`src/rtl/rr_arbiter8_index_pkg.sv`:
```
// Shared constants and state encoding for the 8-way round-robin index arbiter.
package rr_arb_pkg;

  localparam int N_REQ    = 8;
  localparam int IDX_W    = 3;
  localparam int MAX_HOLD = 15;
  localparam int HOLD_W   = 4;

  typedef enum logic [1:0] {
    IDLE  = 2'd0,
    GRANT = 2'd1,
    GAP   = 2'd2
  } arb_state_t;

  // Channel after i; the 3-bit add wraps 7 -> 0 on its own.
  function automatic logic [IDX_W-1:0] next_idx(input logic [IDX_W-1:0] i);
    return i + IDX_W'(1);
  endfunction

endpackage

```
`src/rtl/rr_arbiter8_index_if.sv`:
```
// Request/grant bundle between the requesters and the round-robin arbiter.
interface rr_arbiter8_index_if;
  import rr_arb_pkg::*;

  logic [N_REQ-1:0]  req;
  logic              release_i;
  logic [IDX_W-1:0]  grant_idx;
  logic              grant_valid;
  logic              timeout;
  logic [HOLD_W-1:0] hold_cnt;

  modport master (
    output req, release_i,
    input  grant_idx, grant_valid, timeout, hold_cnt
  );

  modport slave (
    input  req, release_i,
    output grant_idx, grant_valid, timeout, hold_cnt
  );
endinterface

```
`src/rtl/rr_pick8.sv`:
```
// Combinational round-robin pick: first set request at or above ptr, wrapping 7 -> 0.
module rr_pick8
  import rr_arb_pkg::*;
(
  input  logic [N_REQ-1:0] req,
  input  logic [IDX_W-1:0] ptr,
  output logic [IDX_W-1:0] idx,
  output logic             any
);

  logic [2*N_REQ-2:0] dbl;
  logic [IDX_W:0]     base;
  logic [N_REQ-1:0]   rot;
  logic [IDX_W-1:0]   off;

  // NOTE: every output of this block is given a default before the search,
  // so no path leaves a value unassigned and no latch is inferred.
  always_comb begin
    dbl  = {req[N_REQ-2:0], req};
    base = {1'b0, ptr};
    rot  = dbl[base +: N_REQ];
    any  = |req;
    off  = '0;
    // Walk downward so the lowest set bit of the rotated vector wins.
    for (int j = N_REQ - 1; j >= 0; j--) begin
      if (rot[j]) off = IDX_W'(j);
    end
    idx = ptr + off;
  end

endmodule

```
`src/rtl/rr_arbiter8_index.sv`:
```
// Round-robin arbiter for 8 requesters with registered grant index, bounded hold and a one-cycle gap between owners.
module rr_arbiter8_index
  import rr_arb_pkg::*;
(
  input  logic                 clk,
  input  logic                 rst,
  rr_arbiter8_index_if.slave   bus
);

  arb_state_t        state;
  logic [IDX_W-1:0]  ptr;
  logic [IDX_W-1:0]  grant_idx_q;
  logic              grant_valid_q;
  logic              timeout_q;
  logic [HOLD_W-1:0] hold_q;

  logic [IDX_W-1:0]  pick_idx;
  logic              pick_any;
  logic              granted_req;
  logic              hit_max;
  logic              exit_grant;

  rr_pick8 u_pick (
    .req (bus.req),
    .ptr (ptr),
    .idx (pick_idx),
    .any (pick_any)
  );

  assign granted_req = bus.req[grant_idx_q];
  assign hit_max     = (hold_q == HOLD_W'(MAX_HOLD));
  assign exit_grant  = bus.release_i | ~granted_req | hit_max;

  // NOTE: state registers use non-blocking assignments only, and the
  // asynchronous reset clears every one of them so grant_valid drops without a clock.
  always_ff @(posedge clk or posedge rst) begin
    if (rst) begin
      state         <= IDLE;
      ptr           <= '0;
      grant_idx_q   <= '0;
      grant_valid_q <= 1'b0;
      timeout_q     <= 1'b0;
      hold_q        <= '0;
    end else begin
      timeout_q <= 1'b0;
      unique case (state)
        IDLE: begin
          if (pick_any) begin
            grant_idx_q   <= pick_idx;
            grant_valid_q <= 1'b1;
            hold_q        <= '0;
            state         <= GRANT;
          end
        end
        GRANT: begin
          if (exit_grant) begin
            state         <= GAP;
            grant_valid_q <= 1'b0;
            ptr           <= next_idx(grant_idx_q);
            // A release in the same cycle as the hold limit is a normal release.
            timeout_q     <= hit_max & ~bus.release_i & granted_req;
          end else if (!hit_max) begin
            hold_q <= hold_q + HOLD_W'(1);
          end
        end
        GAP:     state <= IDLE;
        default: state <= IDLE;
      endcase
    end
  end

  assign bus.grant_idx   = grant_idx_q;
  assign bus.grant_valid = grant_valid_q;
  assign bus.timeout     = timeout_q;
  assign bus.hold_cnt    = hold_q;

endmodule

```
`src/flat_wrapper.sv`:
```
// flat-port wrapper written by rule: the top's interface ports become plain ports
module rr_arbiter8_index_flat import rr_arb_pkg::*;
  (clk, rst, bus_req, bus_release_i, bus_grant_idx, bus_grant_valid, bus_timeout, bus_hold_cnt);
  rr_arbiter8_index_if bus_i ();
  input  logic clk;
  input  logic rst;
  input wire logic [$bits(bus_i.req)-1:0] bus_req;
  input wire logic [$bits(bus_i.release_i)-1:0] bus_release_i;
  output wire logic [$bits(bus_i.grant_idx)-1:0] bus_grant_idx;
  output wire logic [$bits(bus_i.grant_valid)-1:0] bus_grant_valid;
  output wire logic [$bits(bus_i.timeout)-1:0] bus_timeout;
  output wire logic [$bits(bus_i.hold_cnt)-1:0] bus_hold_cnt;
  assign bus_i.req = bus_req;
  assign bus_i.release_i = bus_release_i;
  assign bus_grant_idx = bus_i.grant_idx;
  assign bus_grant_valid = bus_i.grant_valid;
  assign bus_timeout = bus_i.timeout;
  assign bus_hold_cnt = bus_i.hold_cnt;
  rr_arbiter8_index u_core (.clk(clk), .rst(rst), .bus(bus_i));
endmodule
```
`config.mk`:
```
export PLATFORM = sky130hd
export DESIGN_NAME = rr_arbiter8_index_flat
export DESIGN_NICKNAME = d
export VERILOG_FILES = /design/src/rtl/rr_arbiter8_index_pkg.sv /design/src/rtl/rr_arbiter8_index_if.sv /design/src/rtl/rr_pick8.sv /design/src/rtl/rr_arbiter8_index.sv /design/src/flat_wrapper.sv
export SDC_FILE = /design/constraint.sdc
export NUM_CORES = 1
export LEC_CHECK = 0
export ABC_CLOCK_PERIOD_IN_PS = 3600
export BUFFER_PORTS_ARGS = -buffer_cell sky130_fd_sc_hd__buf_2
export CORE_AREA = 2 2 47 66
export DETAILED_ROUTE_END_ITERATION = 10
export DIE_AREA = 0 0 49 68
export PLACE_DENSITY = 0.72
export SLEW_MARGIN = 25
export SYNTH_ARGS = -nofsm -noshare
export SYNTH_HDL_FRONTEND = slang
export SYNTH_SLANG_ARGS = --single-unit
```
`constraint.sdc`:
```
create_clock -name clk -period 3.6 [get_ports clk]
set_input_delay 0.72 -clock clk [delete_from_list [all_inputs] [get_ports clk]]
set_output_delay 0.72 -clock clk [all_outputs]
set_load 0.1 [all_outputs]
```
==> impl_metrics.yaml, run 1 <==
clocking:
  ctsResizeCount: 0
  clockRootBuffer: "clkbuf_8"
  cts_buffers: 3
  cts-htree-levels: 1
  cts_tree: "done"
  cts_hold_buf: 0
  clock_path_buffers: 2
  clkLatencyLatePin_ns: 0.24
  post_cts_buffers: 0
  clk_pin_slew_worst_paths_ns: 0.06
  clkSinkCount: 14
layout:
  regArea_um2: 350
  synthToLayoutAreaGrowth_pct: 10.9
  nFillCells: 269
  fin_util_pct: 55.5
  drive_gt1_share_pct: 28.0
  diodes: 0
  final_nets: 173
  multi_input_area_um2: 951
global_routing:
  grt_pass1_wl_um: 5400
  grt_max_degree: 20
  overflow: 0
  grt_pass1_vias: 1133
  antenna_found_initial: 0
  grt_usage_pct: 21.4
pwr:
  peakVddDrop_mv: 0.862
  leakage_nw: 0.679
  power_density_nw_per_um2: 929
yosys:
  yosysUniqueCellTypes: 43
  syn_nets: 156
  yosysTopAreaCell: "dfrtp_1"
  synth_edf_count: 0
  netlist_area_um2: 1400
  synth_seq_cells: 14
  synth.avg_cell_area_um2: 9.91
  yosys-top-cells-area: "dfrtp_1, mux4_2, mux2i_1"
  postSynthCellCount: 141
  yosysWarnings: 0
  ys.flop_type: "dfrtp_1"
  synth.most_common_cell: "dfrtp_1"
  synth_commonest_cells: "dfrtp_1, nand2_1, mux2i_1"
  yosysSeqAreaShare_pct: 25.1
  async_reset_ff_share_pct: 100
  synth_top_area_share_pct: 25.1
place:
  place_congestion: 0.861
  numPortBuffers: 19
  post-dp-hpwl_um: 2460
floorplanning:
  die_w_um: 49
  die-area_um2: 3330
  ios: 20
  coreArea_um2: 2790
  rows: 23
  start_util_pct: 50.1
  fp.dieH_um: 68
outcome:
  status: "completed"
timing:
  rsz0062_at_grt: "false"
  finalClockSkew_ns: 0.00185
  slew_viol_final: 0
  slew_headroom_pct: 53.5
  report.final.setup_viol: 0
  max_freq_ghz: 0.331
  hold_viol_final: 0
  worstMarginPinSlew_ns: 0.698
  setup_tns_ns: 0
  min_period_ns: 3.02
  post-route-period-util_pct: 83.9
setup_path:
  cp_max_fo: 10
  worstPathCellList: "buf_4, mux2i_1, mux2i_1, nand2b_1, a21oi_1, a2111oi_0, o31ai_1, ha_1, inv_1, fa_1, xnor2_1, xnor2_1, o21ai_1"
  crit_slowest_cell: "dfrtp_1"
  crit_required_ns: 3.73
  critPathKind: "flip-flop to flip-flop"
  cpPeakStageDelay_ns: 0.56
  worstSetupStartpointType: "flip-flop"
  reg2reg_depth: 13
  reg2reg_from: "u_core.ptr[1]$_DFFE_PP0P_"
  critPathCaptureType: "flip-flop"
  cp.arrival_ns: 3.15
  worst_r2r_endpoint: "u_core.bus.grant_idx[2]$_DFFE_PP0P_"
  r2r_slack_ns: 0.58
drt:
  via_per_inst: 5.74
  antenna_left: 0
  drt_iter0_drc: 16
  firstDrtPassIters: 4
  route.detailed.drc: 0
  drt_wl_total_um: 3130
  wl_per_cell_um: 16.1
  vias: 1114
worst_hold_path:
  holdPathStages: 2
  holdPathEnd: "u_core.bus.grant_valid$_DFFE_PP0P_"
  min_from: "u_core.bus.grant_valid$_DFFE_PP0P_"
  min_path_type: "flip-flop to flip-flop"
job:
  maxCapViolCount: 0
==> routing by layer <==
layer  GRT usage (%)  share of wire [%]
met1            23.1                 41
met2            41.6                 54
met3            3.49                3.5
met4            8.93                1.2
met5               0                  0
==> kinds of logic after synthesis <==
logic type / synth area share (%)
DFF: 25.1
xor gates and xnor gates: 2.51
muxes: 33.7
and+or+nand+nor: 14.1
AOI/OAI and AO/OA: 13.7
adders and majority gates: 4.12
buffers and inverters: 6.89
==> report_power, final <==
part | internal [W] | switching (W) | leakage [nW]
combinational | 0.000380 | 0.000568 | 0.475
sequential | 0.000218 | 0.000122 | 0.176
clock | 0.0000968 | 0.0000547 | 0.0288
==> cells in the final DEF, fill, tap and decap left out, types with 3 or more instances in the layout <==
cell type  count
mux4_2         8
mux2_1         7
nor2_1         5
o21ai_1        7
inv_1          8
or2_1          6
buf_2         19
o21ai_0        3
ha_1           3
clkbuf_8       4
xnor2_1        3
nand2_1       12
mux2i_1       11
a21oi_1        8
mux2_2         3
dfrtp_1       14
a211oi_1       3
==> through the flow <==
stage          setup WS (ns)  cell area, um^2  std cells  hold WS, ns  power [W]
6_report               0.578             1550        194        0.473    0.00144
5_1_grt                0.296             1550        194        0.507    0.00157
4_1_cts                0.568             1550        194        0.472    0.00145
3_5_place_dp           0.405             1500        190        0.458    0.00129
3_3_place_gp           0.477             1500        190        0.457    0.00127
2_1_floorplan          0.672             1400        141        0.574    0.00114
==> state kept, by name, summed over array words and instances (netlist names) <==
register / count
u_core.ptr: 3
u_core.bus.grant_idx: 3
u_core.state: 2
u_core.bus.timeout: 1
u_core.bus.grant_valid: 1
u_core.bus.hold_cnt: 4
==> worst max-delay path: cells and delay by family (launching register included) <==
family | cells | cell delay [ns]
compound gates | 4 | 0.59
mux | 2 | 0.41
buf+inv | 2 | 0.31
flops | 1 | 0.56
fa+ha+maj | 2 | 0.55
xor+xnor | 2 | 0.30
simple gates | 1 | 0.18
==> worst max path at each step <==
stage,from,to
after CTS,u_core.ptr[1]$_DFFE_PP0P_,u_core.bus.grant_idx[2]$_DFFE_PP0P_
after global placement,bus_req[5],u_core.bus.grant_idx[2]$_DFFE_PP0P_
after floorplan,bus_req[6],u_core.bus.grant_idx[2]$_DFFE_PP0P_
after global routing,u_core.ptr[1]$_DFFE_PP0P_,u_core.bus.grant_idx[2]$_DFFE_PP0P_
after detailed placement,bus_req[5],u_core.bus.grant_idx[2]$_DFFE_PP0P_
final,u_core.ptr[1]$_DFFE_PP0P_,u_core.bus.grant_idx[2]$_DFFE_PP0P_
==> final cells by class <==
cell class                 instances  share of cell area [%]
multi-input combinational        108                    61.3
sequential                        14                    22.6
timing repair buffer              21                    7.10
clock buffer                       4                    3.55
tap                               37                    2.99
inverter                          10                    2.42
Note: power is estimated with default switching activity, not from simulation.
==> run 2, diff against run 1 <==
--- a/config.mk
+++ b/config.mk
@@ -5,7 +5,7 @@
 export SDC_FILE = /design/constraint.sdc
 export NUM_CORES = 1
 export LEC_CHECK = 0
-export ABC_CLOCK_PERIOD_IN_PS = 3600
+export ABC_CLOCK_PERIOD_IN_PS = 2800
 export BUFFER_PORTS_ARGS = -buffer_cell sky130_fd_sc_hd__buf_2
 export CORE_AREA = 2 2 47 66
 export DETAILED_ROUTE_END_ITERATION = 10
==> constraint.sdc (replaced) <==
create_clock -name clk -period 2.8 [get_ports clk]
set_input_delay 0.56 -clock clk [delete_from_list [all_inputs] [get_ports clk]]
set_output_delay 0.56 -clock clk [all_outputs]
set_load 0.1 [all_outputs]
==> run 2 against run 1 <==
Effect of this change:
- clock power is 30% higher
- non-clock buffer count is 25 higher
- die area stayed put
- clock skew is 0.00056 ns lower
- worst setup slack worse by 0.50 ns
- first-iteration DRC count grew to 3.1 times the previous value
- critical path type unchanged
- sequential power is 14% higher
- combinational power is 69% higher
==> impl_metrics.yaml, run 2 (same netlist as run 1, synthesis figures left out) <==
layout:
  diodes: 0
  drive_gt1_share_pct: 44.5
  largest_reg_flops: 4
  regArea_um2: 352
  multi_input_area_um2: 1020
  final_nets: 198
  mostFrequentLayoutCell: "buf_4"
  final_cells: 219
  fin_area_um2: 1840
  nFillCells: 226
  synthToLayoutAreaGrowth_pct: 31.3
  mostFrequentLayoutCells: "buf_4, buf_2, dfrtp_1"
timing:
  finalClockSkew_ns: 0.00129
  hold_viol_final: 0
  slew_viol_final: 0
  setup_tns_ns: 0
  min_period_ns: 2.72
  worstMarginPinSlew_ns: 0.595
  rsz0062_at_grt: "true"
  post-route-period-util_pct: 97.0
  report.final.setup_viol: 0
  max_freq_ghz: 0.368
  slew_headroom_pct: 60.0
  finalWorstSetupSlack_ns: 0.0828
pwr:
  internal_power_w: 0.00112
  peakVddDrop_mv: 0.842
  seq_power_share_pct: 17.8
  comb_power_share_pct: 73.2
  power_density_nw_per_um2: 1190
  switchingPower_w: 0.00108
  clkPwrFrac_pct: 9.0
  leakage_nw: 0.820
  swShare_pct: 49.1
global_routing:
  grt_pass1_wl_um: 5960
  antenna_found_initial: 0
  grt_pass1_vias: 1296
  overflow: 0
  grt_max_degree: 15
  grt_usage_pct: 23.7
clocking:
  clk_pin_slew_worst_paths_ns: 0.06
  cts_buffers: 3
  cts-htree-levels: 1
  clockRootBuffer: "clkbuf_8"
  clock_path_buffers: 2
  clkSinkCount: 14
  cts_hold_buf: 0
  clkLatencyLatePin_ns: 0.25
  cts_tree: "done"
place:
  place_congestion: 0.858
  placed_area_um2: 1670
  post-dp-hpwl_um: 2820
  place_inst: 213
  dpl_worst_slack_ns: -0.192
  numPortBuffers: 19
setup_path:
  reg2reg_from: "u_core.ptr[1]$_DFFE_PP0P_"
  critPathCaptureType: "flip-flop"
  cp_max_fo: 5
  cpPeakStageDelay_ns: 0.45
  cp.arrival_ns: 2.85
  critPathKind: "flip-flop to flip-flop"
  reg2reg_depth: 13
  crit_required_ns: 2.93
  worst_r2r_endpoint: "u_core.bus.grant_idx[2]$_DFFE_PP0P_"
  worstSetupStartpointType: "flip-flop"
  crit_slowest_cell: "dfrtp_2"
  worstPathCellList: "buf_8, mux2i_4, mux2i_2, nand2b_4, a21oi_2, a2111oi_2, o31ai_1, ha_2, inv_1, fa_2, xnor2_2, xnor2_1, o21ai_1"
  r2r_slack_ns: 0.08
drt:
  route.detailed.drc: 0
  via_per_inst: 5.76
  wl_per_cell_um: 16.9
  antenna_left: 0
  vias: 1261
  drt_wl_total_um: 3710
  drt_iter0_drc: 49
  firstDrtPassIters: 4
outcome:
  status: "completed"
floorplanning:
  fp.dieH_um: 68
  die_w_um: 49
  ios: 20
  coreArea_um2: 2790
  rows: 23
  die-area_um2: 3330
  start_util_pct: 50.1
job:
  maxCapViolCount: 0
worst_hold_path:
  min_path_type: "primary input to async pin"
run 2: final cells by class:
class                   count  share of cell area, %
well taps                  37                   2.52
repair buffers             46                   17.6
flip-flops and latches     14                   19.2
inverters                  10                   2.04
clock buffers               4                   3.00
multi-input cells         108                   55.7
run 2: worst max-delay path by stage:
stage / cells after the start / slack (ns) / start / to
global route: 13 / -0.08 / u_core.ptr[1]$_DFFE_PP0P_ / u_core.bus.grant_idx[2]$_DFFE_PP0P_
CTS: 13 / 0.02 / u_core.ptr[1]$_DFFE_PP0P_ / u_core.bus.grant_idx[2]$_DFFE_PP0P_
global placement: 10 / -0.11 / bus_req[5] / u_core.bus.grant_idx[2]$_DFFE_PP0P_
detailed placement: 10 / -0.19 / bus_req[5] / u_core.bus.grant_idx[2]$_DFFE_PP0P_
finish: 13 / 0.08 / u_core.ptr[1]$_DFFE_PP0P_ / u_core.bus.grant_idx[2]$_DFFE_PP0P_
floorplan: 10 / 0.03 / bus_req[6] / u_core.bus.grant_idx[2]$_DFFE_PP0P_
run 2: what timing repair did:
| item | 4_1_cts | 5_1_grt |
|---|---|---|
| pin swaps | 0 | 3 |
| buffers inserted | 0 | 1 |
| gates cloned | 0 | 1 |
| setup endpoints to repair | 1 | 2 |
| gates resized for setup | 3 | 16 |
run 2: power groups by stage:
stage / sequential (W) / combinational [W] / clock (W)
5_1_grt: 0.000398 / 0.00172 / 0.000210
2_1_floorplan: 0.000617 / 0.000845 / 0
4_1_cts: 0.000377 / 0.00144 / 0.000199
3_5_place_dp: 0.000379 / 0.00141 / 0
3_3_place_gp: 0.000377 / 0.00136 / 0
6_report: 0.000389 / 0.00160 / 0.000198
run 2: routing by layer:
layer  global-route usage [%]  wire length (um)  up-vias
met5                        0                 0        -
met4                     9.29               111        0
met3                     2.40               147       12
met2                     48.5              2030       37
met1                     24.6              1420      614
li1                         -                 -      598
run 2: through the flow:
| stage | util [%] | hold WS (ns) | total power (W) |
|---|---|---|---|
| after global placement | 59.7 | 0.457 | 0.00174 |
| final | 65.8 | 0.337 | 0.00219 |
| after global routing | 65.8 | 0.387 | 0.00233 |
| after detailed placement | 59.7 | 0.461 | 0.00179 |
| after floorplan | - | 0.449 | 0.00146 |
| after CTS | 62.1 | 0.353 | 0.00201 |
run 2: worst max-delay path, delay by kind of cell (launching register included):
family	cells	cell delay, ns
and+or+nand+nor	1	0.16
DFF	1	0.45
buffers and inverters	2	0.20
muxes	2	0.40
adders and majority gates	2	0.54
xor gates and xnor gates	2	0.28
AOI/OAI and AO/OA	4	0.56
